<file path="config.mk">
export PLATFORM = sky130hd
export DESIGN_NAME = if_fetch_queue
export DESIGN_NICKNAME = d
export VERILOG_FILES = /design/src/rtl/if_fetch_queue.sv
export SDC_FILE = /design/constraint.sdc
export NUM_CORES = 1
export LEC_CHECK = 0
export CAP_MARGIN = 40
export CORE_ASPECT_RATIO = 0.7
export CORE_UTILIZATION = 50
export DETAILED_ROUTE_END_ITERATION = 8
export GPL_TIMING_DRIVEN = 0
export PLACE_DENSITY = 0.76
export SLEW_MARGIN = 20
export SYNTH_ARGS = -nofsm -noshare
export SYNTH_HDL_FRONTEND = slang
export SYNTH_SLANG_ARGS = --single-unit
</file>
<file path="constraint.sdc">
create_clock -name clk -period 5.7 [get_ports clk]
set_input_delay 0.855 -clock clk [delete_from_list [all_inputs] [get_ports clk]]
set_output_delay 0.855 -clock clk [all_outputs]
set_load 0.01 [all_outputs]
</file>
<file path="src/rtl/if_fetch_queue.sv">
// -----------------------------------------------------------------------------
// if_fetch_queue
//
// Instruction fetch stage with a DEPTH-entry fetch queue. PC generation runs
// ahead of decode and talks to instruction memory over a req/gnt/rvalid
// handshake with at most one request outstanding. A taken branch/jump
// (is_bj) flushes the queue, reloads the PC and marks any in-flight response
// as stale so that it is discarded when it returns.
//
// Optional feature macro: IF_MISALIGN_TRAP_EN
//   defined   : a misaligned fetch_pc produces one marker entry
//               (out_misalign=1, ir=0) and the fetcher halts until the next
//               redirect.
//   undefined : redirect targets are forced word aligned, out_misalign is 0.
//
// Ports
//   clk          clock, all logic on the rising edge
//   reset        synchronous active-high reset, beats every other input
//   is_bj        redirect request (taken branch/jump)
//   bj_addr      redirect target
//   imem_req     fetch request valid
//   imem_addr    fetch address (current fetch_pc)
//   imem_gnt     memory accepts the request this cycle
//   imem_rvalid  response valid
//   imem_rdata   instruction word
//   out_valid    queue head valid
//   out_ready    decode accepts the head
//   ia           head instruction address (0 when empty)
//   ia_add4      head address + 4, modulo 2^XLEN (0 when empty)
//   ir           head instruction (0 when empty)
//   out_misalign head is a misaligned-fetch marker
// -----------------------------------------------------------------------------
module if_fetch_queue #(
   parameter int              XLEN       = 32,
   parameter int              DEPTH      = 4,
   parameter logic [XLEN-1:0] RESET_ADDR = '0
) (
   input  logic            clk,
   input  logic            reset,
   input  logic            is_bj,
   input  logic [XLEN-1:0] bj_addr,
   output logic            imem_req,
   output logic [XLEN-1:0] imem_addr,
   input  logic            imem_gnt,
   input  logic            imem_rvalid,
   input  logic [XLEN-1:0] imem_rdata,
   output logic            out_valid,
   input  logic            out_ready,
   output logic [XLEN-1:0] ia,
   output logic [XLEN-1:0] ia_add4,
   output logic [XLEN-1:0] ir,
   output logic            out_misalign
);

   localparam int            AW         = $clog2(DEPTH);
   localparam logic [AW:0]   FULL_COUNT = (AW+1)'(DEPTH);

   localparam logic [1:0] ST_REQ  = 2'd0;
   localparam logic [1:0] ST_WAIT = 2'd1;
   localparam logic [1:0] ST_DROP = 2'd2;
`ifdef IF_MISALIGN_TRAP_EN
   localparam logic [1:0] ST_HALT = 2'd3;
`endif

   logic [1:0]      state_reg,    state_next;
   logic [XLEN-1:0] fetch_pc_reg, fetch_pc_next;
   logic [XLEN-1:0] req_addr_reg, req_addr_next;
   logic [AW-1:0]   wr_ptr_reg;
   logic [AW-1:0]   rd_ptr_reg;
   logic [AW:0]     count_reg;

   // queue storage, read combinationally so a push is visible next cycle
   logic [XLEN-1:0] ia_mem [DEPTH];
   logic [XLEN-1:0] ir_mem [DEPTH];

   logic            req_int;
   logic            push_en;
   logic [XLEN-1:0] push_ia;
   logic [XLEN-1:0] push_ir;
   logic            pop_en;
   logic            has_space;
   logic            head_valid;
   logic [XLEN-1:0] bj_target;

`ifdef IF_MISALIGN_TRAP_EN
   logic            mis_mem [DEPTH];
   logic            push_mis;
   assign bj_target = bj_addr;
`else
   // without the trap a misaligned target cannot be represented, so it is
   // silently word aligned
   assign bj_target = bj_addr & ~XLEN'(3);
`endif

   // only REQ issues or self-pushes, and nothing is outstanding there, so the
   // count+outstanding<DEPTH rule reduces to a plain occupancy test
   assign has_space  = count_reg < FULL_COUNT;
   assign head_valid = (count_reg != '0) && !reset;
   assign pop_en     = head_valid && out_ready;

   always_comb begin
      state_next    = state_reg;
      fetch_pc_next = fetch_pc_reg;
      req_addr_next = req_addr_reg;
      req_int       = 1'b0;
      push_en       = 1'b0;
      push_ia       = req_addr_reg;
      push_ir       = imem_rdata;
`ifdef IF_MISALIGN_TRAP_EN
      push_mis      = 1'b0;
`endif

      case (state_reg)
         ST_REQ: begin
            if (has_space) begin
`ifdef IF_MISALIGN_TRAP_EN
               if (fetch_pc_reg[1:0] != 2'b00) begin
                  push_en    = 1'b1;
                  push_ia    = fetch_pc_reg;
                  push_ir    = '0;
                  push_mis   = 1'b1;
                  state_next = ST_HALT;
               end else
`endif
               begin
                  req_int = 1'b1;
                  if (imem_gnt) begin
                     req_addr_next = fetch_pc_reg;
                     fetch_pc_next = fetch_pc_reg + XLEN'(4);
                     state_next    = ST_WAIT;
                  end
               end
            end
         end
         ST_WAIT: begin
            if (imem_rvalid) begin
               push_en    = 1'b1;
               state_next = ST_REQ;
            end
         end
         ST_DROP: begin
            if (imem_rvalid) begin
               state_next = ST_REQ;
            end
         end
`ifdef IF_MISALIGN_TRAP_EN
         ST_HALT: begin
            state_next = ST_HALT;
         end
`endif
         default: begin
            state_next = ST_REQ;
         end
      endcase

      // redirect overrides push, pop and grant; whichever response is still
      // owed by memory becomes the single stale one
      if (is_bj) begin
         push_en       = 1'b0;
         fetch_pc_next = bj_target;
         case (state_reg)
            ST_REQ:  state_next = (req_int && imem_gnt) ? ST_DROP : ST_REQ;
            ST_WAIT: state_next = imem_rvalid ? ST_REQ : ST_DROP;
            // the stale response arriving now is consumed by this cycle, so
            // staying in DROP would wait for a response that never comes
            ST_DROP: state_next = imem_rvalid ? ST_REQ : ST_DROP;
            default: state_next = ST_REQ;
         endcase
      end
   end

   always_ff @(posedge clk) begin
      if (reset) begin
         state_reg    <= ST_REQ;
         fetch_pc_reg <= RESET_ADDR;
         req_addr_reg <= '0;
         wr_ptr_reg   <= '0;
         rd_ptr_reg   <= '0;
         count_reg    <= '0;
      end else begin
         state_reg    <= state_next;
         fetch_pc_reg <= fetch_pc_next;
         req_addr_reg <= req_addr_next;
         if (is_bj) begin
            wr_ptr_reg <= '0;
            rd_ptr_reg <= '0;
            count_reg  <= '0;
         end else begin
            if (push_en) begin
               wr_ptr_reg <= wr_ptr_reg + AW'(1);
            end
            if (pop_en) begin
               rd_ptr_reg <= rd_ptr_reg + AW'(1);
            end
            case ({push_en, pop_en})
               2'b10:   count_reg <= count_reg + (AW+1)'(1);
               2'b01:   count_reg <= count_reg - (AW+1)'(1);
               default: count_reg <= count_reg;
            endcase
         end
      end
   end

   always_ff @(posedge clk) begin
      if (push_en && !reset) begin
         ia_mem[wr_ptr_reg] <= push_ia;
         ir_mem[wr_ptr_reg] <= push_ir;
`ifdef IF_MISALIGN_TRAP_EN
         mis_mem[wr_ptr_reg] <= push_mis;
`endif
      end
   end

   assign imem_req  = req_int && !reset;
   assign imem_addr = fetch_pc_reg;
   assign out_valid = head_valid;
   assign ia        = head_valid ? ia_mem[rd_ptr_reg] : '0;
   assign ia_add4   = head_valid ? ia_mem[rd_ptr_reg] + XLEN'(4) : '0;
   assign ir        = head_valid ? ir_mem[rd_ptr_reg] : '0;
`ifdef IF_MISALIGN_TRAP_EN
   assign out_misalign = head_valid && mis_mem[rd_ptr_reg];
`else
   assign out_misalign = 1'b0;
`endif

endmodule

</file>
==> results of run 1 <==
## metal layers
layer  vias to the layer above  wire, um
met5                         -         0
met3                        29      2840
li1                       3968         -
met2                       392     14100
met1                      4269     14400
met4                         0       448
## power by group through the flow
stage | combinational, mW | sequential, mW | clock [mW]
2_1_floorplan | 0.0899 | 2.61 | 0
3_3_place_gp | 0.208 | 2.62 | 0
3_5_place_dp | 0.213 | 2.62 | 0
4_1_cts | 0.215 | 2.57 | 2.06
5_1_grt | 0.234 | 2.58 | 2.14
6_report | 0.215 | 2.57 | 2.03
## cells in the mapped netlist (14+ instances only)
library cell    n
a211oi_1       21
a21oi_1        55
and2_1         61
clkbuf_1       36
dfxtp_1        71
edfxtp_1      248
inv_1          19
mux4_2         52
nand2_1        88
nand3_1        18
nor2_1         61
xnor2_1        29
xor2_1         14
## through the flow
| stage | util [%] | hold WS (ns) | instances |
|---|---|---|---|
| 6_report | 65.3 | 0.512 | 1546 |
| 2_1_floorplan | - | 0.460 | 936 |
| 3_5_place_dp | 61.4 | 0.496 | 1490 |
| 3_3_place_gp | 60.8 | 0.483 | 1483 |
| 5_1_grt | 65.3 | 0.538 | 1546 |
| 4_1_cts | 65.3 | 0.508 | 1546 |
## layout make-up
class / instances / area, sq um / share of cell area [%]
clock inverter: 22 / 224 / 1.32
tap: 357 / 447 / 2.63
multi-input combinational: 541 / 4280 / 25.2
inverter: 20 / 75.1 / 0.441
clock buffer: 34 / 787 / 4.63
buffer: 56 / 300 / 1.76
sequential: 319 / 8870 / 52.1
timing repair buffer: 197 / 2030 / 11.9
## cells by family (layout without fill, tap and decap cells)
| kind of cell | after synthesis | count (layout) | share of synthesized area (%) |
|---|---|---|---|
| DFF | 319 | 319 | 65.8 |
| and+or+nand+nor | 315 | 315 | 12.2 |
| AOI/OAI and AO/OA | 97 | 97 | 4.19 |
| buffers and inverters | 76 | 329 | 2.78 |
| muxes | 68 | 68 | 11.1 |
| xor gates and xnor gates | 43 | 43 | 2.79 |
| adders and majority gates | 11 | 11 | 1.08 |
| other | 1 | 7 | 0.0278 |
## worst max-delay path, delay by kind of cell (launching register included)
kind | cells | cell delay (ns)
buffers and inverters | 3 | 1.00
DFF | 1 | 0.31
and+or+nand+nor | 3 | 1.30
muxes | 2 | 0.74
## path summary, 6_finish.rpt
path / startpoint / endpoint / slack (ns) / cells after the start
worst max-delay path: flop / ia_add4[31] / 0.95 / 8
worst min-delay path: imem_addr[31] / push_ia[31] / 0.51 / 2
worst max register to register: count_reg[2] / count_reg[2] / 2.73 / 11
worst min register to register: imem_addr[31] / push_ia[31] / 0.51 / 2
==> qor.txt, run 1 <==
Initial Util: 51.8%
total wire length: 31800 um
worst slew pin tran: 0.837 ns
H-tree Lvls: 1
Setup crit end kind: output pin
Post-CTS Setup Bufs: 0
Hold Path Class: reg2reg
die area: 0.0276 sq mm
crit-path cells: buf_2 > buf_2 > mux4_1 > nand3_2 > or4_4 > nor4_1 > mux2_2 > clkdlybuf4s50_1
Tot Pwr: 4.82 mW
Async SR Flop Fraction: 0%
CP arrival: 3.90 ns
placed cell area: 0.0160 sq mm
synth warn: 0
Largest register FFs: 128
CTS tree: built
placed wire-length estimate: 22000 um
Residual DRC: 0
share of post-route cells with drive strength above 1: 12.2%
Synth Cell Area: 0.0135 sq mm
critical path's largest stage delay: 0.59 ns
ant diodes: 0
Num Clock Sinks: 319
Slew Viols, Final: 0
Layout area overhead: 26.2%
relative slew slack: 43.7%
number of synthesized flops with an enable pin: 248
Fill cells: 1863
setup TNS: 0 ns
Final min period: 4.75 ns
clock root cell: clkbuf_16
Critical Path Source Type: flop
DRT iter0 DRCs: 757
placer congestion estimate: 0.862
met1 usage: 36.5%
drt via density: 5.60
Final setup viols: 0
Die Width: 198 um
most area-consuming cells after synthesis: edfxtp_1, dfxtp_1, mux4_2
largest net degree at the start of global routing: 45
Switching Fraction: 20.9%
number of distinct library cells after synthesis: 53
vias in the first global route: 8315
worst setup margin: 0.946 ns
sequential share of the synthesized area: 65.8%
Crit Path Category: reg2out
cts bufs inserted: 30
most common cell after layout, fill and taps aside: edfxtp_1
Peak supply drop: 0.220 mV
Worst-Skew Late Latency: 0.55 ns
total number of vias: 8658
Final period util: 83.4%
met3 GRT Util: 3.78%
final instance area: 0.0170 sq mm
dpl ws: 1.00 ns
Mapped Avg Cell Area: 14.5 sq um
Yosys top cell by area: edfxtp_1
f_max: 0.210 GHz
total I/O pin count: 201
clock share of power: 42.2%
ys flop type: edfxtp_1
post-synthesis register bit count: 319
Avg WL per Cell: 20.6 um
core area: 0.0261 sq mm
Worst-path clk slew: 0.07 ns
P_sw: 1.01 mW
Pwr Density: 283 mW/mm^2
Req. time, crit path: 4.85 ns
GRT busiest layer: met1
initial antenna violation count: 1
die span in y: 139 um
combinational share of power: 4.5%
number of max-cap violations: 0
Routed Antenna Nets: 0
Top reg by flops: ir_mem
GRT met2 Usage: 34.7%
Yosys top cell area share: 55.2%
nets: 1246
total internal power: 3.81 mW
Seq pwr share: 53.4%
Fin Clk Skew: 0.0102 ns
DRT Pass-1 Iters: 5
Rows: 49
largest registers: ir_mem (128), ia_mem (120)
RSZ-0062 raised after global routing: no
Overflow after GRT: 0
Syn Inst Count: 930
GRT Total Usage: 23.4%
first-pass GRT wire length: 49000 um
PostCTS Resize Cnt: 0
Max clock buf depth: 3
CP most frequent cell: buf_2
critical-path maximum fanout: 10
status: finished, final reports clean
crit path max-delay cell type: or4_4
Buffers on Ports: 190
Hold-fix buffers, CTS: 0
Leak: 5.44 nW
Final Hold Vio Count: 0
most frequent cells in the layout: edfxtp_1, clkdlybuf4s50_1, nand2_1
(Power assumes the default switching activity.)
==> run 2, diff against run 1 <==
==> constraint.sdc (replaced) <==
create_clock -name clk -period 4.56 [get_ports clk]
set_input_delay 0.684 -clock clk [delete_from_list [all_inputs] [get_ports clk]]
set_output_delay 0.684 -clock clk [all_outputs]
set_load 0.01 [all_outputs]
==> qor.txt, run 2 (synthesis results as in run 1) <==
Avg WL per Cell: 20.6 um
capture point of the worst reg-to-reg path: count_reg[2]
Final setup viols: 0
placed cell area: 0.0160 sq mm
Fin Clk Skew: 0.0126 ns
Routed Antenna Nets: 0
Hold-fix buffers, CTS: 0
H-tree Lvls: 1
Hold Path Class: reg2reg
Crit Path Category: reg2out
crit-path cells: buf_2 > buf_4 > buf_2 > mux4_2 > nand2_1 > or4_4 > or4_1 > a21oi_1 > clkdlybuf4s50_1
hold endpoint: push_ia[22]
utilization after layout: 65.3%
placed wire-length estimate: 22000 um
Reg2Reg Depth: 11
most frequent cells in the layout: edfxtp_1, clkdlybuf4s50_1, nand2_1
Max clock buf depth: 3
Pwr Density: 354 mW/mm^2
GRT Total Usage: 23.4%
Layout area overhead: 26.2%
Final period util: 96.7%
DRT iter0 DRCs: 779
cts bufs inserted: 30
reg-to-reg critical path startpoint: count_reg[2]
setup TNS: 0 ns
relative slew slack: 45.9%
Final min period: 4.41 ns
largest registers: ir_mem (128), ia_mem (120)
critical path's largest stage delay: 0.56 ns
Worst-Skew Late Latency: 0.55 ns
critical-path maximum fanout: 10
Buffers on Ports: 190
Peak supply drop: 0.273 mV
final instance area: 0.0170 sq mm
Buffers & Inverters on Critical Path: 4
Setup crit end kind: output pin
hold path cells: 2
Hold Startpoint: push_ia[22]
Final Hold Vio Count: 0
Critical Path Source Type: flop
die area: 0.0276 sq mm
drt via density: 5.63
Req. time, crit path: 3.88 ns
dpl ws: 0.204 ns
Residual DRC: 0
total wire length: 31800 um
Initial Util: 51.8%
Tot Pwr: 6.03 mW
Worst-path clk slew: 0.07 ns
placer congestion estimate: 0.862
vias in the first global route: 8332
largest net degree at the start of global routing: 45
crit path max-delay cell type: clkdlybuf4s50_1
share of post-route cells with drive strength above 1: 12.8%
Placed Cells: 1490
Top reg by flops: ir_mem
clock root cell: clkbuf_16
nets: 1245
initial antenna violation count: 1
Final Non-Filler Cells: 1545
RSZ-0062 raised after global routing: no
total I/O pin count: 201
setup slack, reg-to-reg: 1.27 ns
DRT Pass-1 Iters: 5
first-pass GRT wire length: 49100 um
Leak: 5.43 nW
CP most frequent cell: buf_2
CP arrival: 3.72 ns
ant diodes: 0
Rows: 49
core area: 0.0261 sq mm
Overflow after GRT: 0
CP top delay family: buffers and inverters
status: finished, final reports clean
CTS tree: built
f_max: 0.227 GHz
Num Clock Sinks: 319
die span in y: 139 um
number of max-cap violations: 0
Slew Viols, Final: 0
worst slew pin tran: 0.804 ns
worst setup margin: 0.152 ns
Fill cells: 1859
Min Hold Slack: 0.513 ns
Die Width: 198 um
Largest register FFs: 128
Crit path depth: 9
most common cell after layout, fill and taps aside: edfxtp_1
total number of vias: 8694
## run 2: timing repair
item / 4_1_cts / 5_1_grt
endpoints found under the setup margin: 3 / 27
gates resized for setup: 3 / 6
buffers inserted: 0 / 0
## run 2: worst max path at each step
stage,from,end,slack (ns)
2_1_floorplan,flop,ia_add4[28],1.49
3_3_place_gp,imem_rvalid,ir_mem[3][17],-0.12
3_5_place_dp,reset,ir[14],0.20
4_1_cts,flop,ia_add4[23],0.02
5_1_grt,flop,ia_add4[23],0.009
6_report,flop,ia_add4[30],0.15
## run 2: where the power goes
| part | internal [mW] | switching, mW |
|---|---|---|
| Sequential | 3.16 | 0.0587 |
| Clock | 1.47 | 1.07 |
| Combinational | 0.137 | 0.132 |
| Total | 4.77 | 1.26 |
## run 2: routing by layer
metal | vias up | wire (um) | GRT usage (%)
met5 | - | 0 | 0
met4 | 0 | 424 | 4.20
met3 | 27 | 2730 | 3.78
met2 | 406 | 14100 | 34.9
met1 | 4297 | 14600 | 36.5
li1 | 3964 | - | -
## run 2: final cells by class
class	instances	area (sq um)	area share (%)
Clock inverter	22	224	1.32
Clock buffer	34	787	4.62
Inverter	20	75.1	0.441
Tap cell	357	447	2.62
Sequential cell	319	8870	52.1
Timing Repair Buffer	197	2030	11.9
Multi-Input combinational cell	541	4290	25.2
Buffer	55	299	1.76
## run 2: tightest hold or removal path, stage by stage (launching register included)
cell and delay, ns:
dfxtp_1 0.34, nand2_1 0.07, a21oi_1 0.06
